<file path="config.mk">
export PLATFORM = sky130hd
export DESIGN_NAME = ah_packet_converter_n2w
export DESIGN_NICKNAME = d
export VERILOG_FILES = /design/src/rtl/ah_pkt_pkg.sv /design/src/rtl/ah_gbx_shift_buf.sv /design/src/rtl/ah_packet_converter_n2w.sv
export SDC_FILE = /design/constraint.sdc
export NUM_CORES = 1
export LEC_CHECK = 0
export ABC_AREA = 1
export CAP_MARGIN = 20
export CORE_MARGIN = 3
export CORE_UTILIZATION = 55
export DETAILED_ROUTE_END_ITERATION = 10
export PLACE_DENSITY = 0.8
export SYNTH_ARGS = -nofsm -noshare
export SYNTH_HDL_FRONTEND = slang
export SYNTH_SLANG_ARGS = --single-unit
</file>
<file path="constraint.sdc">
create_clock -name clk -period 4.56 [get_ports clk]
set_input_delay 1.14 -clock clk [delete_from_list [all_inputs] [get_ports clk]]
set_output_delay 1.14 -clock clk [all_outputs]
set_load 0.05 [all_outputs]
</file>
<file path="src/rtl/ah_pkt_pkg.sv">
// Shared types and constants for the packet converter family (narrow/wide gearboxes).
package ah_pkt_pkg;

  // Default link widths shared by the wide-to-narrow and narrow-to-wide converters.
  localparam int AH_NARROW_W = 10;
  localparam int AH_WIDE_W   = 15;

  // Gearbox FSM: FILL accepts beats; DRAIN empties the tail of a packet.
  typedef enum logic {
    FILL  = 1'b0,
    DRAIN = 1'b1
  } ah_gbx_state_t;

  // Ceiling log2 usable in constant expressions; returns 0 for values <= 1.
  function automatic int ah_clog2(input int value);
    int result;
    result = 0;
    for (int i = 0; i < 32; i++) begin
      if ((64'd1 << result) < 64'(value)) begin
        result = result + 1;
      end
    end
    return result;
  endfunction

endpackage

</file>
<file path="src/rtl/ah_gbx_shift_buf.sv">
// Accumulation buffer for the narrow-to-wide gearbox. Holds the packed bits and
// their count, shifting a word out at the bottom and inserting a beat at the
// current fill offset, both in the same cycle when requested.
module ah_gbx_shift_buf
  import ah_pkt_pkg::*;
#(
  parameter int IN_W   = AH_NARROW_W,
  parameter int OUT_W  = AH_WIDE_W,
  parameter int BUF_W  = IN_W + OUT_W - 1,
  parameter int FILL_W = ah_clog2(BUF_W + 1)
) (
  input  logic              clk,
  input  logic              rst,
  input  logic              push,
  input  logic              pop,
  input  logic [IN_W-1:0]   rdata,
  output logic [BUF_W-1:0]  buf_data,
  output logic [FILL_W-1:0] fill
);

  localparam logic [FILL_W-1:0] IN_W_F  = FILL_W'(IN_W);
  localparam logic [FILL_W-1:0] OUT_W_F = FILL_W'(OUT_W);

  logic [BUF_W-1:0]  buf_q, buf_d;
  logic [FILL_W-1:0] fill_q, fill_d;
  logic [BUF_W-1:0]  buf_after_pop;
  logic [FILL_W-1:0] fill_after_pop;

  // Next buffer contents: retire a word first, then append the beat above what remains.
  always_comb begin
    // NOTE: every variable gets a default before any branch so no latch is inferred.
    buf_after_pop  = buf_q;
    fill_after_pop = fill_q;
    if (pop) begin
      // The final word of a packet may be short; the buffer empties completely.
      fill_after_pop = (fill_q > OUT_W_F) ? (fill_q - OUT_W_F) : '0;
      buf_after_pop  = buf_q >> OUT_W;
    end

    buf_d  = buf_after_pop;
    fill_d = fill_after_pop;
    if (push) begin
      // Bits above the fill point are zero, so OR-ing the beat in is an insert.
      buf_d  = buf_after_pop | (BUF_W'(rdata) << fill_after_pop);
      fill_d = fill_after_pop + IN_W_F;
    end
  end

  // Buffer and fill registers; synchronous reset empties the buffer.
  always_ff @(posedge clk) begin
    // NOTE: state registers use non-blocking assignments so all flops update together.
    if (rst) begin
      buf_q  <= '0;
      fill_q <= '0;
    end else begin
      buf_q  <= buf_d;
      fill_q <= fill_d;
    end
  end

  assign buf_data = buf_q;
  assign fill     = fill_q;

endmodule

</file>
<file path="src/rtl/ah_packet_converter_n2w.sv">
// Narrow-to-wide packet gearbox: packs IN_W-bit beats LSB-first into OUT_W-bit
// words. A packet's last word is zero-padded and flagged with wlast, and the
// next packet always starts on a fresh word.
module ah_packet_converter_n2w
  import ah_pkt_pkg::*;
#(
  parameter int IN_W  = AH_NARROW_W,
  parameter int OUT_W = AH_WIDE_W
) (
  input  logic             clk,
  input  logic             rst,
  input  logic [IN_W-1:0]  rdata,
  input  logic             rvalid,
  input  logic             rlast,
  output logic             rready,
  output logic [OUT_W-1:0] wdata,
  output logic             wvalid,
  output logic             wlast,
  input  logic             wready
);

  localparam int BUF_W  = IN_W + OUT_W - 1;
  localparam int FILL_W = ah_clog2(BUF_W + 1);

  // Highest fill at which a whole beat still fits in the buffer.
  localparam logic [FILL_W-1:0] RREADY_MAX = FILL_W'(BUF_W - IN_W);
  localparam logic [FILL_W-1:0] OUT_W_F    = FILL_W'(OUT_W);

  ah_gbx_state_t     state_q, state_d;
  logic [BUF_W-1:0]  buf_data;
  logic [FILL_W-1:0] fill;
  logic              push;
  logic              pop;

  ah_gbx_shift_buf #(
    .IN_W   (IN_W),
    .OUT_W  (OUT_W),
    .BUF_W  (BUF_W),
    .FILL_W (FILL_W)
  ) u_shift_buf (
    .clk      (clk),
    .rst      (rst),
    .push     (push),
    .pop      (pop),
    .rdata    (rdata),
    .buf_data (buf_data),
    .fill     (fill)
  );

  // Handshake outputs from registered state only, plus the FSM next state.
  always_comb begin
    state_d = state_q;
    rready  = 1'b0;
    wvalid  = 1'b0;
    wlast   = 1'b0;
    wdata   = buf_data[OUT_W-1:0];

    // No new beats are taken while a packet tail drains, keeping packets apart.
    rready = (state_q == FILL) && (fill <= RREADY_MAX);

    if (state_q == FILL) begin
      wvalid = (fill >= OUT_W_F);
    end else begin
      wvalid = (fill != '0);
      wlast  = (fill <= OUT_W_F);
    end

    push = rvalid && rready;
    pop  = wvalid && wready;

    case (state_q)
      FILL:    if (push && rlast) state_d = DRAIN;
      DRAIN:   if (pop && wlast)  state_d = FILL;
      default: state_d = FILL;
    endcase
  end

  // FSM state register.
  always_ff @(posedge clk) begin
    if (rst) begin
      state_q <= FILL;
    end else begin
      state_q <= state_d;
    end
  end

endmodule

</file>
Yosys cells after proc, flatten, opt, wreduce, memory -nomap -nowiden
Cells that the tools add are included.
{"block": "op_classes", "addsub": 2, "order_cmp": 4, "shift": 1, "n_mux": 10, "n_bitwise": 2, "n_reduce_logical": 6}
{"cell": "24-bit 2-to-1 mux", "count": 2}
{"cell": "24-bit bitwise OR", "count": 1}
{"cell": "10-bit by 5-bit left shift with 24-bit output", "count": 1}
{"cell": "5-bit 2-to-1 mux", "count": 3}
{"cell": "5-bit by 4-bit less-or-equal comparator with 1-bit output, second input constant", "count": 2}
{"cell": "5-bit by 4-bit adder with 5-bit output, second input constant", "count": 1}
{"cell": "5-bit by 4-bit >= comparator with 1-bit output, second input constant", "count": 1}
{"cell": "5-bit by 4-bit > comparator with 1-bit output, second input constant", "count": 1}
{"cell": "1-bit logical AND", "count": 5}
{"cell": "5-bit nonzero test", "count": 1}
{"cell": "5-bit by 4-bit subtractor with 5-bit output, second input constant", "count": 1}
{"cell": "1-bit 2-to-1 mux", "count": 4}
{"cell": "1-bit one-hot mux with 2 select lines", "count": 1}
{"cell": "1-bit NOT", "count": 1}
{"block": "totals", "ff_bits": 30, "out_inout_bits": 18}

Depth between registers and ports, before layout
{"block": "depth", "depth_word": 7, "ltp_mapped": 19}

By module
A second synthesis with hierarchy kept.
{"block": "unflattened", "cells_unflattened": 326, "area_unflattened_um2": 2073.2}
{"module": "ah_gbx_shift_buf", "instances": 1, "cells_per_inst": 306, "area_each_um2": 1954.4, "seq_area_each_um2": 580.6}
{"module": "ah_packet_converter_n2w", "instances": 1, "cells_per_inst": 20, "area_each_um2": 118.9, "seq_area_each_um2": 20.0}

Least setup slack after synthesis
Ideal clock, no wire load.
{"block": "synth_path", "path_type": "register -> output", "startpoint": "register u_shift_buf.fill_q[0], in the netlist u_shift_buf.fill[0]", "endpoint": "output port wlast", "arrival_ns": 1.801, "required_time_ns": 3.420, "slack_ns": 1.619, "stages_incl_launch_ff": 9, "path_buffers": 0, "path_cell_list": "dfxtp_1 ha_1 inv_1 nor2_1 ha_1 inv_1 nand2_1 inv_1 nor2_1"}
{"block": "synth_via", "elab_chain_cells": 2}
{"item": "start: declaration", "line": "ah_gbx_shift_buf.sv:25", "text": "logic [FILL_W-1:0] fill_q, fill_d;"}
{"item": "start signal: assignment", "line": "ah_gbx_shift_buf.sv:57", "text": "fill_q <= fill_d;"}
{"item": "5-bit by 4-bit less-or-equal comparator with 1-bit output", "line": "ah_packet_converter_n2w.sv:65", "text": "wlast = (fill <= OUT_W_F);"}
{"item": "1-bit 2-to-1 mux", "line": "ah_packet_converter_n2w.sv:61", "text": "if (state_q == FILL) begin"}
{"item": "end: declaration", "line": "ah_packet_converter_n2w.sv:18", "text": "output logic wlast,"}
No other way between the ends.

Worst setup path after layout
Ends and elaborated chain as after synthesis.

==> reports/metrics.cfg <==
[finish]
diodes = 0
postLayoutCellArea_um2 = 2670
areaGrowthSynthToFinish_pct = 11.7
drive_above_1_share = 0.172
final_util = 0.654
nFillCells = 381
fin_nets = 385

[critical_path]
crit_top_cell = inv_1
rrSetupSlack_ns = 1.53
r2r-start = u_shift_buf.fill[0]$_SDFF_PP0_
slowest_delay_ns = 0.81
reg2reg_to = u_shift_buf.buf_data[19]$_SDFF_PP0_
crit_path_start = u_shift_buf.fill[0]$_SDFF_PP0_
worst-path-buf-inv = 4
cp_cell_sequence = ha_1, inv_1, nor2_1, ha_1, inv_1, nand2_1, inv_1, nor2_1, clkdlybuf4s50_1
ff2ff_path_depth = 15
cp_slowest_cell = clkdlybuf4s50_1
cp.required_ns = 3.42
cp_max_fo = 6
endpoint_kind = output pin
critical_path_class = reg2out
critPathTopFamily = buffers and inverters
cp_data_arrival_time_ns = 2.54
cp-start-kind = flop

[cts]
root_buffer = clkbuf_8
hold_buffers = 0
postCtsSetupRepairBufs = 0
clk_pin_slew_ns = 0.07
ctsResizeCount = 0
clk_latency_ns = 0.29
clock_path_buffers = 2
h-tree-depth = 2
cts_tree = built
cts.sink_count = 30
cts_made_buffers = 5

[global_routing]
grtUsageTotal = 0.241
antenna_found_initial = 0
grt_pass1_vias = 2022
grt_first_pass_wirelength_um = 9850
grt_start_max_net_pins = 22
overflow = 0

[floorplan]
dieArea_um2 = 5180
die_w_um = 72.0
num_io_pins = 33
rows = 23
initial_core_util = 0.586
die_y_um = 72.0
core_um2 = 4090

[yosys]
synth.avg_cell_area_um2 = 6.82
yosysWarnings = 0
seq_area_frac_synth = 0.251
synth_area_leader_cell = dfxtp_1
ys_async_sr_fraction = 0
synthMostInstantiatedCell = nand2_1
synth_edf_count = 0
synth_top_area_share = 0.251
synth_commonest_cells = nand2_1 (105), nand3_1 (47), dfxtp_1 (30)
ys_top_cells_by_area = dfxtp_1 (25%), nand2_1 (16%), nand3_1 (9.8%)
synth_cell_types = 39
synth_nets = 371
synth_seq_cells = 30
syn-cell-area_um2 = 2390
synth_cells = 351
synth_flop_cell = dfxtp_1

[flow_run]
drv_cap = 0

[place]
globalplace.congestion = 0.958
dp_hpwl_um = 4490
place_area_um2 = 2580
numPortBuffers = 32

[route]
drt_iter0_drc = 219
wl_um = 5850
antenna_left = 0
detail_route.wl_per_cell_um = 14.1
vias = 2325
dr.pass1.iters = 4
drcViolationCount = 0
vias_per_cell = 5.59

[power]
ir_drop_mv = 0.182
power_leakage_nw = 1.19
powerDensity_nw_per_um2 = 428

[timing]
rsz0062_at_grt = no
slew-limit-headroom = 0.513
max_freq_ghz = 0.272
hold_viol_final = 0
clock_skew_ns = 0.00898
worst_pin_slew_ns = 0.728
tns_ns = 0
setup_viol = 0
period_minus_slack_ns = 3.68
drv_slew = 0
period_share = 0.808

[min_path]
whs_path_depth = 2
holdPathEnd = u_shift_buf.buf_data[13]$_SDFF_PP0_
min_from = u_shift_buf.buf_data[13]$_SDFF_PP0_
min_path_type = reg2reg

[run_status]
status = completed

## worst register-to-register path: stages (launching register included)
cell     delay (ns)
dfxtp_1        0.47
ha_1           0.23
inv_1          0.07
nor2_1         0.11
ha_1           0.18
nor2_2         0.06
nand2_4        0.08
nand3_4        0.24
inv_4          0.25
nand3_1        0.13
nand3_1        0.58
buf_4          0.26
nand4_1        0.10
nand3_1        0.12
nand2_1        0.05
inv_1          0.05
## layer usage
metal  part of all wire  up-vias  GRT usage
met5                  0        -          0
met4              0.025        0     0.0814
met3              0.075       12     0.0499
met2               0.43       94      0.353
met1               0.47     1049      0.353
li1                   -     1170          -
## per-stage QoR
| step | power [mW] | setup slack (ns) | std cells | hold slack [ns] |
|---|---|---|---|---|
| floorplan | 0.817 | 1.62 | 351 | 0.445 |
| global route | 1.21 | 0.730 | 416 | 0.501 |
| CTS | 1.14 | 0.871 | 416 | 0.472 |
| finish | 1.14 | 0.877 | 416 | 0.471 |
| global placement | 0.905 | 1.08 | 408 | 0.462 |
| detailed placement | 0.911 | 1.06 | 408 | 0.460 |
## worst max path at each step
stage                                           to  slack (ns)  cells past startpoint
3_5_place_dp    u_shift_buf.buf_data[3]$_SDFF_PP0_        1.06                      8
6_report                                     wlast        0.88                      9
3_3_place_gp   u_shift_buf.buf_data[20]$_SDFF_PP0_        1.08                     10
2_1_floorplan                                wlast        1.62                      8
5_1_grt                                      wlast        0.73                      9
4_1_cts                                      wlast        0.87                      9
## cell usage in the layout, fill, tap and decap left out, drive strengths merged
cell | netlist | layout
o21bai | 1 | 1
nor3 | 2 | 2
o21ai | 9 | 9
o21a | 2 | 2
clkbuf | 4 | 6
mux2i | 1 | 1
clkinv | 1 | 2
a22oi | 1 | 1
ha | 5 | 5
a31oi | 11 | 11
clkinvlp | 0 | 1
nand2 | 119 | 119
a31o | 1 | 1
buf | 24 | 3
clkdlybuf4s50 | 0 | 32
inv | 34 | 34
nand4 | 7 | 7
dfxtp | 30 | 30
a21oi | 21 | 21
o211ai | 1 | 1
nand3 | 60 | 60
nor2 | 17 | 17
## cells by family after synthesis
| kind of cell | synth area share |
|---|---|
| muxes | 0.00418 |
| DFF | 0.251 |
| AOI/OAI and AO/OA | 0.125 |
| and+or+nand+nor | 0.445 |
| adders and majority gates | 0.0261 |
| buffers and inverters | 0.148 |
## cell type report
type                            instances  area, um^2  share of cell area
Clock inverter                          2        12.5             0.00468
Multi-Input combinational cell        258        1440               0.538
Clock buffer                            6        82.6              0.0309
Timing Repair Buffer                   35         343               0.128
Inverter                               35         134              0.0501
Tap cell                               50        62.6              0.0234
Sequential cell                        30         601               0.225
## state kept, by name (all words and copies together) (netlist names)
signal                cells
u_shift_buf.buf_data     24
state_q                   1
u_shift_buf.fill          5
## power by group
group	total, mW	switching (mW)	internal (mW)
sequential	0.328	0.0256	0.303
clock	0.231	0.110	0.121
combinational	0.584	0.401	0.183
total	1.14	0.537	0.607
No activity file was read; power rests on OpenSTA's default activity.
